## config.mk

```make
export PLATFORM = sky130hd
export DESIGN_NAME = uart_tx_rx_flat
export DESIGN_NICKNAME = d
export VERILOG_FILES = /design/src/rtl/uart_tx_rx_if.sv /design/src/rtl/uart_tx_rx.sv /design/src/flat_wrapper.sv
export SDC_FILE = /design/constraint.sdc
export NUM_CORES = 1
export LEC_CHECK = 0
export CORE_UTILIZATION = 55
export CTS_BUF_LIST = sky130_fd_sc_hd__clkbuf_4 sky130_fd_sc_hd__clkbuf_8
export CTS_CLUSTER_DIAMETER = 50
export CTS_CLUSTER_SIZE = 14
export DETAILED_ROUTE_END_ITERATION = 12
export PLACE_DENSITY = 0.79
export SLEW_MARGIN = 20
export SYNTH_ARGS = -nofsm -noshare
export SYNTH_HDL_FRONTEND = slang
export SYNTH_SLANG_ARGS = --single-unit
```

## constraint.sdc

```tcl
create_clock -name clk -period 5.2 [get_ports clk]
set_input_delay 1.04 -clock clk [delete_from_list [all_inputs] [get_ports clk]]
set_output_delay 1.04 -clock clk [all_outputs]
set_load 0.05 [all_outputs]
```

## src/rtl/uart_tx_rx_if.sv

```systemverilog
// uart_tx_rx_if: serial pins, tick, tx request and rx slot bundle.
// master drives tick/start/din/rx/sel; slave returns tx, dout, done ticks.
interface uart_tx_rx_if #(
    parameter int DBIT = 8
);
    logic            s_tick;
    logic            tx_start;
    logic [DBIT-1:0] din;
    logic            tx;
    logic            tx_done_tick;
    logic            rx;
    logic            sel;
    logic [DBIT-1:0] dout;
    logic            rx_done_tick;

    modport master (
        output s_tick, tx_start, din, rx, sel,
        input  tx, tx_done_tick, dout, rx_done_tick
    );

    modport slave (
        input  s_tick, tx_start, din, rx, sel,
        output tx, tx_done_tick, dout, rx_done_tick
    );
endinterface

```

## src/rtl/uart_tx_rx.sv

```systemverilog
// uart_tx_rx: 16x-oversampled full-duplex UART, two selectable rx slots.
// Ports: clk, reset (async active-low), bus (uart_tx_rx_if.slave).
module uart_tx_rx #(
    parameter int DBIT    = 8,
    parameter int SB_TICK = 16
) (
    input  logic         clk,
    input  logic         reset,
    uart_tx_rx_if.slave  bus
);
    localparam int NW = (DBIT > 1) ? $clog2(DBIT) : 1;
    localparam logic [NW-1:0] NLAST = NW'(DBIT - 1);
    localparam logic [3:0]    SLAST = 4'(SB_TICK - 1);

    typedef enum logic [1:0] {
        IDLE  = 2'd0,
        START = 2'd1,
        DATA  = 2'd2,
        STOP  = 2'd3
    } st_t;

    st_t             ts_q, ts_d;
    logic [3:0]      tt_q, tt_d;
    logic [NW-1:0]   tn_q, tn_d;
    logic [DBIT-1:0] tb_q, tb_d;
    logic            tx_q, tx_d;
    logic            tdn_q, tdn_d;

    st_t             rs_q, rs_d;
    logic [3:0]      rt_q, rt_d;
    logic [NW-1:0]   rn_q, rn_d;
    logic [DBIT-1:0] rb_q, rb_d;
    logic            rdn_q, rdn_d;
    logic [DBIT-1:0] sl0_q, sl0_d;
    logic [DBIT-1:0] sl1_q, sl1_d;

    always_ff @(posedge clk or negedge reset) begin
        if (!reset) begin
            ts_q  <= IDLE;
            tt_q  <= '0;
            tn_q  <= '0;
            tb_q  <= '0;
            tx_q  <= 1'b1;
            tdn_q <= 1'b0;
            rs_q  <= IDLE;
            rt_q  <= '0;
            rn_q  <= '0;
            rb_q  <= '0;
            rdn_q <= 1'b0;
            sl0_q <= '0;
            sl1_q <= '0;
        end else begin
            ts_q  <= ts_d;
            tt_q  <= tt_d;
            tn_q  <= tn_d;
            tb_q  <= tb_d;
            tx_q  <= tx_d;
            tdn_q <= tdn_d;
            rs_q  <= rs_d;
            rt_q  <= rt_d;
            rn_q  <= rn_d;
            rb_q  <= rb_d;
            rdn_q <= rdn_d;
            sl0_q <= sl0_d;
            sl1_q <= sl1_d;
        end
    end

    always_comb begin
        ts_d  = ts_q;
        tt_d  = tt_q;
        tn_d  = tn_q;
        tb_d  = tb_q;
        tdn_d = 1'b0;
        unique case (ts_q)
            IDLE: begin
                if (bus.tx_start) begin
                    ts_d = START;
                    tt_d = '0;
                    tn_d = '0;
                    tb_d = bus.din;
                end
            end
            START: begin
                if (bus.s_tick) begin
                    if (tt_q == 4'd15) begin
                        tt_d = '0;
                        ts_d = DATA;
                    end else begin
                        tt_d = tt_q + 4'd1;
                    end
                end
            end
            DATA: begin
                if (bus.s_tick) begin
                    if (tt_q == 4'd15) begin
                        tt_d = '0;
                        tb_d = tb_q >> 1;
                        if (tn_q == NLAST) ts_d = STOP;
                        else tn_d = tn_q + 1'b1;
                    end else begin
                        tt_d = tt_q + 4'd1;
                    end
                end
            end
            STOP: begin
                if (bus.s_tick) begin
                    if (tt_q == SLAST) begin
                        tdn_d = 1'b1;
                        ts_d  = IDLE;
                    end else begin
                        tt_d = tt_q + 4'd1;
                    end
                end
            end
            default: ts_d = IDLE;
        endcase
        // Level follows the next state so the start bit
        // appears the cycle right after tx_start.
        tx_d = 1'b1;
        if (ts_d == START) tx_d = 1'b0;
        else if (ts_d == DATA) tx_d = tb_d[0];
    end

    always_comb begin
        rs_d  = rs_q;
        rt_d  = rt_q;
        rn_d  = rn_q;
        rb_d  = rb_q;
        rdn_d = 1'b0;
        sl0_d = sl0_q;
        sl1_d = sl1_q;
        unique case (rs_q)
            IDLE: begin
                if (!bus.rx) begin
                    rt_d = '0;
                    rs_d = START;
                end
            end
            START: begin
                if (bus.s_tick) begin
                    if (rt_q == 4'd7) begin
                        // Mid start bit: high here means a glitch.
                        if (!bus.rx) begin
                            rt_d = '0;
                            rn_d = '0;
                            rs_d = DATA;
                        end else begin
                            rs_d = IDLE;
                        end
                    end else begin
                        rt_d = rt_q + 4'd1;
                    end
                end
            end
            DATA: begin
                if (bus.s_tick) begin
                    if (rt_q == 4'd15) begin
                        rt_d = '0;
                        rb_d = {bus.rx, rb_q[DBIT-1:1]};
                        if (rn_q == NLAST) rs_d = STOP;
                        else rn_d = rn_q + 1'b1;
                    end else begin
                        rt_d = rt_q + 4'd1;
                    end
                end
            end
            STOP: begin
                if (bus.s_tick) begin
                    if (rt_q == SLAST) begin
                        if (bus.sel) sl1_d = rb_q;
                        else sl0_d = rb_q;
                        rdn_d = 1'b1;
                        rs_d  = IDLE;
                    end else begin
                        rt_d = rt_q + 4'd1;
                    end
                end
            end
            default: rs_d = IDLE;
        endcase
    end

    assign bus.tx           = tx_q;
    assign bus.tx_done_tick = tdn_q;
    assign bus.rx_done_tick = rdn_q;
    assign bus.dout         = bus.sel ? sl1_q : sl0_q;
endmodule

```

## src/flat_wrapper.sv

```systemverilog
// flat-port wrapper written by rule: the top's interface ports become plain ports
module uart_tx_rx_flat 
#(
    parameter int DBIT    = 8,
    parameter int SB_TICK = 16
)
  (clk, reset, bus_s_tick, bus_tx_start, bus_din, bus_rx, bus_sel, bus_tx, bus_tx_done_tick, bus_dout, bus_rx_done_tick);
  uart_tx_rx_if #(.DBIT(DBIT)) bus_i ();
  input  logic clk;
  input  logic reset;
  input wire logic [$bits(bus_i.s_tick)-1:0] bus_s_tick;
  input wire logic [$bits(bus_i.tx_start)-1:0] bus_tx_start;
  input wire logic [$bits(bus_i.din)-1:0] bus_din;
  input wire logic [$bits(bus_i.rx)-1:0] bus_rx;
  input wire logic [$bits(bus_i.sel)-1:0] bus_sel;
  output wire logic [$bits(bus_i.tx)-1:0] bus_tx;
  output wire logic [$bits(bus_i.tx_done_tick)-1:0] bus_tx_done_tick;
  output wire logic [$bits(bus_i.dout)-1:0] bus_dout;
  output wire logic [$bits(bus_i.rx_done_tick)-1:0] bus_rx_done_tick;
  assign bus_i.s_tick = bus_s_tick;
  assign bus_i.tx_start = bus_tx_start;
  assign bus_i.din = bus_din;
  assign bus_i.rx = bus_rx;
  assign bus_i.sel = bus_sel;
  assign bus_tx = bus_i.tx;
  assign bus_tx_done_tick = bus_i.tx_done_tick;
  assign bus_dout = bus_i.dout;
  assign bus_rx_done_tick = bus_i.rx_done_tick;
  uart_tx_rx #(.DBIT(DBIT), .SB_TICK(SB_TICK)) u_core (.clk(clk), .reset(reset), .bus(bus_i));
endmodule
```

==> impl_table.tex <==
\begin{tabular}{lr}
\hline
Metric & Value \\
\hline
\multicolumn{2}{l}{\textbf{Status}} \\
Result of the run & completed \\
\multicolumn{2}{l}{\textbf{Pwr}} \\
Total power per unit cell area & 444 nW/um\^{}2 \\
Static leakage & 1.43 nW \\
Total power & 0.00135 W \\
Highest ir drop seen on vdd & 0.000235 V \\
\multicolumn{2}{l}{\textbf{Timing}} \\
Period minus WS final & 4010 ps \\
Maximum clock frequency & 249 MHz \\
Setup TNS Final & 0 ps \\
Worst Hold Margin & 497 ps \\
Number of hold violations in the final report & 0 \\
Final number of setup-violating endpoints & 0 \\
Max transition margin & 56.5\% \\
Worst Skew & 10.2 ps \\
Period Utilization, post-route & 77.1\% \\
Fin. max-slew vios & 0 \\
RSZ-0062 raised after global routing & false \\
Worst Tran Pin Value & 652 ps \\
\multicolumn{2}{l}{\textbf{Floorplanning}} \\
Area of the core region & 4500 sq um \\
X dimension of the die & 71.6 um \\
Height of the chip & 71.6 um \\
Row Count & 24 \\
Starting density of the core & 59.2\% \\
Area enclosed by the die boundary & 5130 sq um \\
Top-level I/O count & 25 \\
\multicolumn{2}{l}{\textbf{Synth}} \\
FF+latch count, synth & 53 \\
Post-Syn Nets & 264 \\
Most area-hungry cell type in the Yosys netlist & dfrtp\_1 \\
Warnings from Yosys & 0 \\
Most used standard cell by instance count after synthesis & dfrtp\_1 \\
Number of synthesized flops with an enable pin & 0 \\
Synth top cells by count & dfrtp\_1, mux2\_2, nand2\_1 \\
Post-synthesis instance area & 2670 sq um \\
Ys async rst share & 100\% \\
Top cell type's share of synthesized area & 48.8\% \\
Distinct cells, synth & 44 \\
Sequential area share after synthesis & 49.8\% \\
Count of mapped cells out of synthesis & 240 \\
Avg Cell Area, Syn & 11.1 sq um \\
Leading register cell type out of synthesis & dfrtp\_1 \\
Area contributors post-synth & dfrtp\_1, mux2\_2, ha\_1 \\
\multicolumn{2}{l}{\textbf{Worst setup path}} \\
CP startpoint & bus\_sel \\
R2r worst-path depth & 7 \\
R2R Path Start & u\_core.ts\_q[0] \\
Worst-path fanout max & 10 \\
Delay of the slowest cell on the worst path & 810 ps \\
Element type at the critical path start & input pin \\
Critical path class & input pin to output port \\
Number of gates on the worst path with buffers counted & 3 \\
Crit-path cells & clkdlybuf4s50\_1 > mux2\_2 > clkdlybuf4s50\_1 \\
Arrival time at the worst endpoint & 2970 ps \\
Cell mode on critical path & clkdlybuf4s50\_1 \\
Required time of the worst setup path & 4160 ps \\
Sort of element at the end of the critical path & output port \\
Number of buffers and inverters on the critical path & 2 \\
Worst reg-to-reg setup slack & 3140 ps \\
Cell at the slowest stage of the critical path & clkdlybuf4s50\_1 \\
Worst reg2reg path endpoint & u\_core.tn\_q[0] \\
Delay-heaviest family, CP & buffers and inverters \\
\multicolumn{2}{l}{\textbf{Placement}} \\
GP Congestion & 0.780 \\
Number of buffers inserted by port buffering & 24 \\
DP Wirelength & 3210 um \\
\multicolumn{2}{l}{\textbf{Drt}} \\
Antenna viol nets, final & 0 \\
Total iterations of the first detailed-routing run & 4 \\
Initial drt markers & 105 \\
DRT Wirelength & 4580 um \\
Post-detailed-route wirelength per cell & 14.5 um \\
Per-cell via count in the routed design & 5.97 \\
DRC violations left & 0 \\
DR vias & 1,885 \\
\multicolumn{2}{l}{\textbf{Clocking}} \\
Clock sink total & 53 \\
Clock latency reported for the late side of the worst-skew pair & 310 ps \\
Maximum clock insertion buffer count & 2 \\
Number of clock buffers inserted by TritonCTS & 5 \\
TritonCTS clock tree & yes \\
H-tree depth & 2 \\
Total setup buffers inserted after CTS & 0 \\
Register clock-pin slew on the reported worst setup and hold paths & 80 ps \\
Clock tree root buffer cell & clkbuf\_8 \\
Post-cts resize count & 0 \\
CTS Hold Bufs & 0 \\
\multicolumn{2}{l}{\textbf{GRT}} \\
Global-route wire length before repair & 7830 um \\
Met2 Resource Use GR & 31.9\% \\
Largest net degree at the start of global routing & 54 \\
Peak-usage layer in the global routing report & met2 \\
Initial antenna violation count & 0 \\
GRT Overall Usage & 19.5\% \\
Number of global-route vias before repair & 1,795 \\
Routing usage on met1 & 24.5\% \\
Grt met3 use & 4.92\% \\
Total global routing overflow & 0 \\
\multicolumn{2}{l}{\textbf{Final layout}} \\
Net total in the final layout & 287 \\
Synth-to-layout area growth & 13.7\% \\
Number of inserted diodes & 0 \\
Filler Cells Inserted & 335 \\
Fraction of final layout cells with drive strength greater than 1 & 20.8\% \\
\multicolumn{2}{l}{\textbf{Worst hold path}} \\
Hold path depth & 2 \\
Path category of the worst min-delay check & register to register \\
Min-Delay Startpoint & u\_core.rn\_q[2] \\
Endpoint of the worst hold path & u\_core.rn\_q[2] \\
\multicolumn{2}{l}{\textbf{Run}} \\
Max Cap Viol & 0 \\
\hline
\end{tabular}
## cell families (layout without fill, tap and decap cells)
group / Yosys count / after routing / synth area share (%)
AND/OR/NAND/NOR: 73 / 73 / 13.8
XOR/XNOR: 2 / 2 / 0.657
adder cells (fa/ha/maj): 10 / 10 / 4.69
buffers and inverters: 19 / 43 / 3.52
flip-flops: 53 / 53 / 49.8
multiplexers: 36 / 36 / 15.1
AO/OA/AOI/OAI: 47 / 47 / 12.5
## stage by stage
step	worst slack, ps	instance area (sq um)	utilization (%)	cells
floorplan	2240	2670	-	240
global placement	1230	2920	64.8	308
detailed placement	1170	2920	64.8	308
CTS	1170	3030	67.3	316
global route	1120	3030	67.3	316
finish	1190	3030	67.3	316
## routing by layer
layer | wire length [um] | up-vias
met4 | 97 | 0
met3 | 186 | 11
met5 | 0 | -
met2 | 2180 | 39
met1 | 2120 | 927
li1 | - | 908
## area by class of cell
type	instances	area [sq um]	share of cell area (%)
well taps	52	65.1	2.15
repair buffers	25	243	8.00
multi-input cells	168	1240	41.0
clock buffers	6	76.3	2.52
clock inverters	2	38.8	1.28
inverters	10	37.5	1.24
flip-flops and latches	53	1330	43.8
## placed cells by master (no fill, tap or decap), types with 2 or more instances in the layout
| cell type | synthesis | final |
|---|---|---|
| ha_1 | 10 | 10 |
| inv_1 | 10 | 10 |
| nor2b_1 | 3 | 3 |
| xor2_1 | 2 | 2 |
| a221oi_1 | 6 | 6 |
| mux2_2 | 34 | 34 |
| clkdlybuf4s50_1 | 0 | 23 |
| nor2_1 | 23 | 23 |
| nand2_1 | 26 | 26 |
| a22o_1 | 2 | 2 |
| dfrtp_1 | 52 | 52 |
| nand3_1 | 6 | 6 |
| o21ai_0 | 16 | 16 |
| nor3_4 | 2 | 2 |
| o221ai_1 | 2 | 2 |
| clkbuf_8 | 0 | 5 |
| nor3_1 | 4 | 4 |
| a21oi_1 | 6 | 6 |
| o22ai_1 | 2 | 2 |
| mux2i_1 | 2 | 2 |
| o21ai_1 | 2 | 2 |
## worst max path at each step
| stage | endpoint | slack (ps) |
|---|---|---|
| after floorplan | bus_dout[0] | 2240 |
| after global placement | bus_dout[0] | 1230 |
| after detailed placement | bus_dout[1] | 1170 |
| after CTS | bus_dout[1] | 1170 |
| after global routing | bus_dout[1] | 1120 |
| final | bus_dout[1] | 1190 |
## registers in the layout, summed over array words and instances (netlist names), 2 cells and up, named ones only
name	count
u_core.tb_q	8
u_core.sl1_q	8
u_core.rb_q	8
u_core.rn_q	3
u_core.rt_q	4
u_core.tn_q	3
u_core.tt_q	4
u_core.ts_q	2
u_core.sl0_q	8
## power breakdown
part           internal, W  total (W)  switching, W
registers         0.000499   0.000587     0.0000884
clock network     0.000150   0.000285      0.000135
logic             0.000194   0.000474      0.000281
## worst reg2reg max path: stages (launching register included)
cell     delay (ps)
dfrtp_1         430
inv_1           110
ha_1            350
nor2b_1         410
a211o_1         360
nor3_1           80
a21oi_1         120
o21ai_0          80
Power figures use the tool's default switching activity.
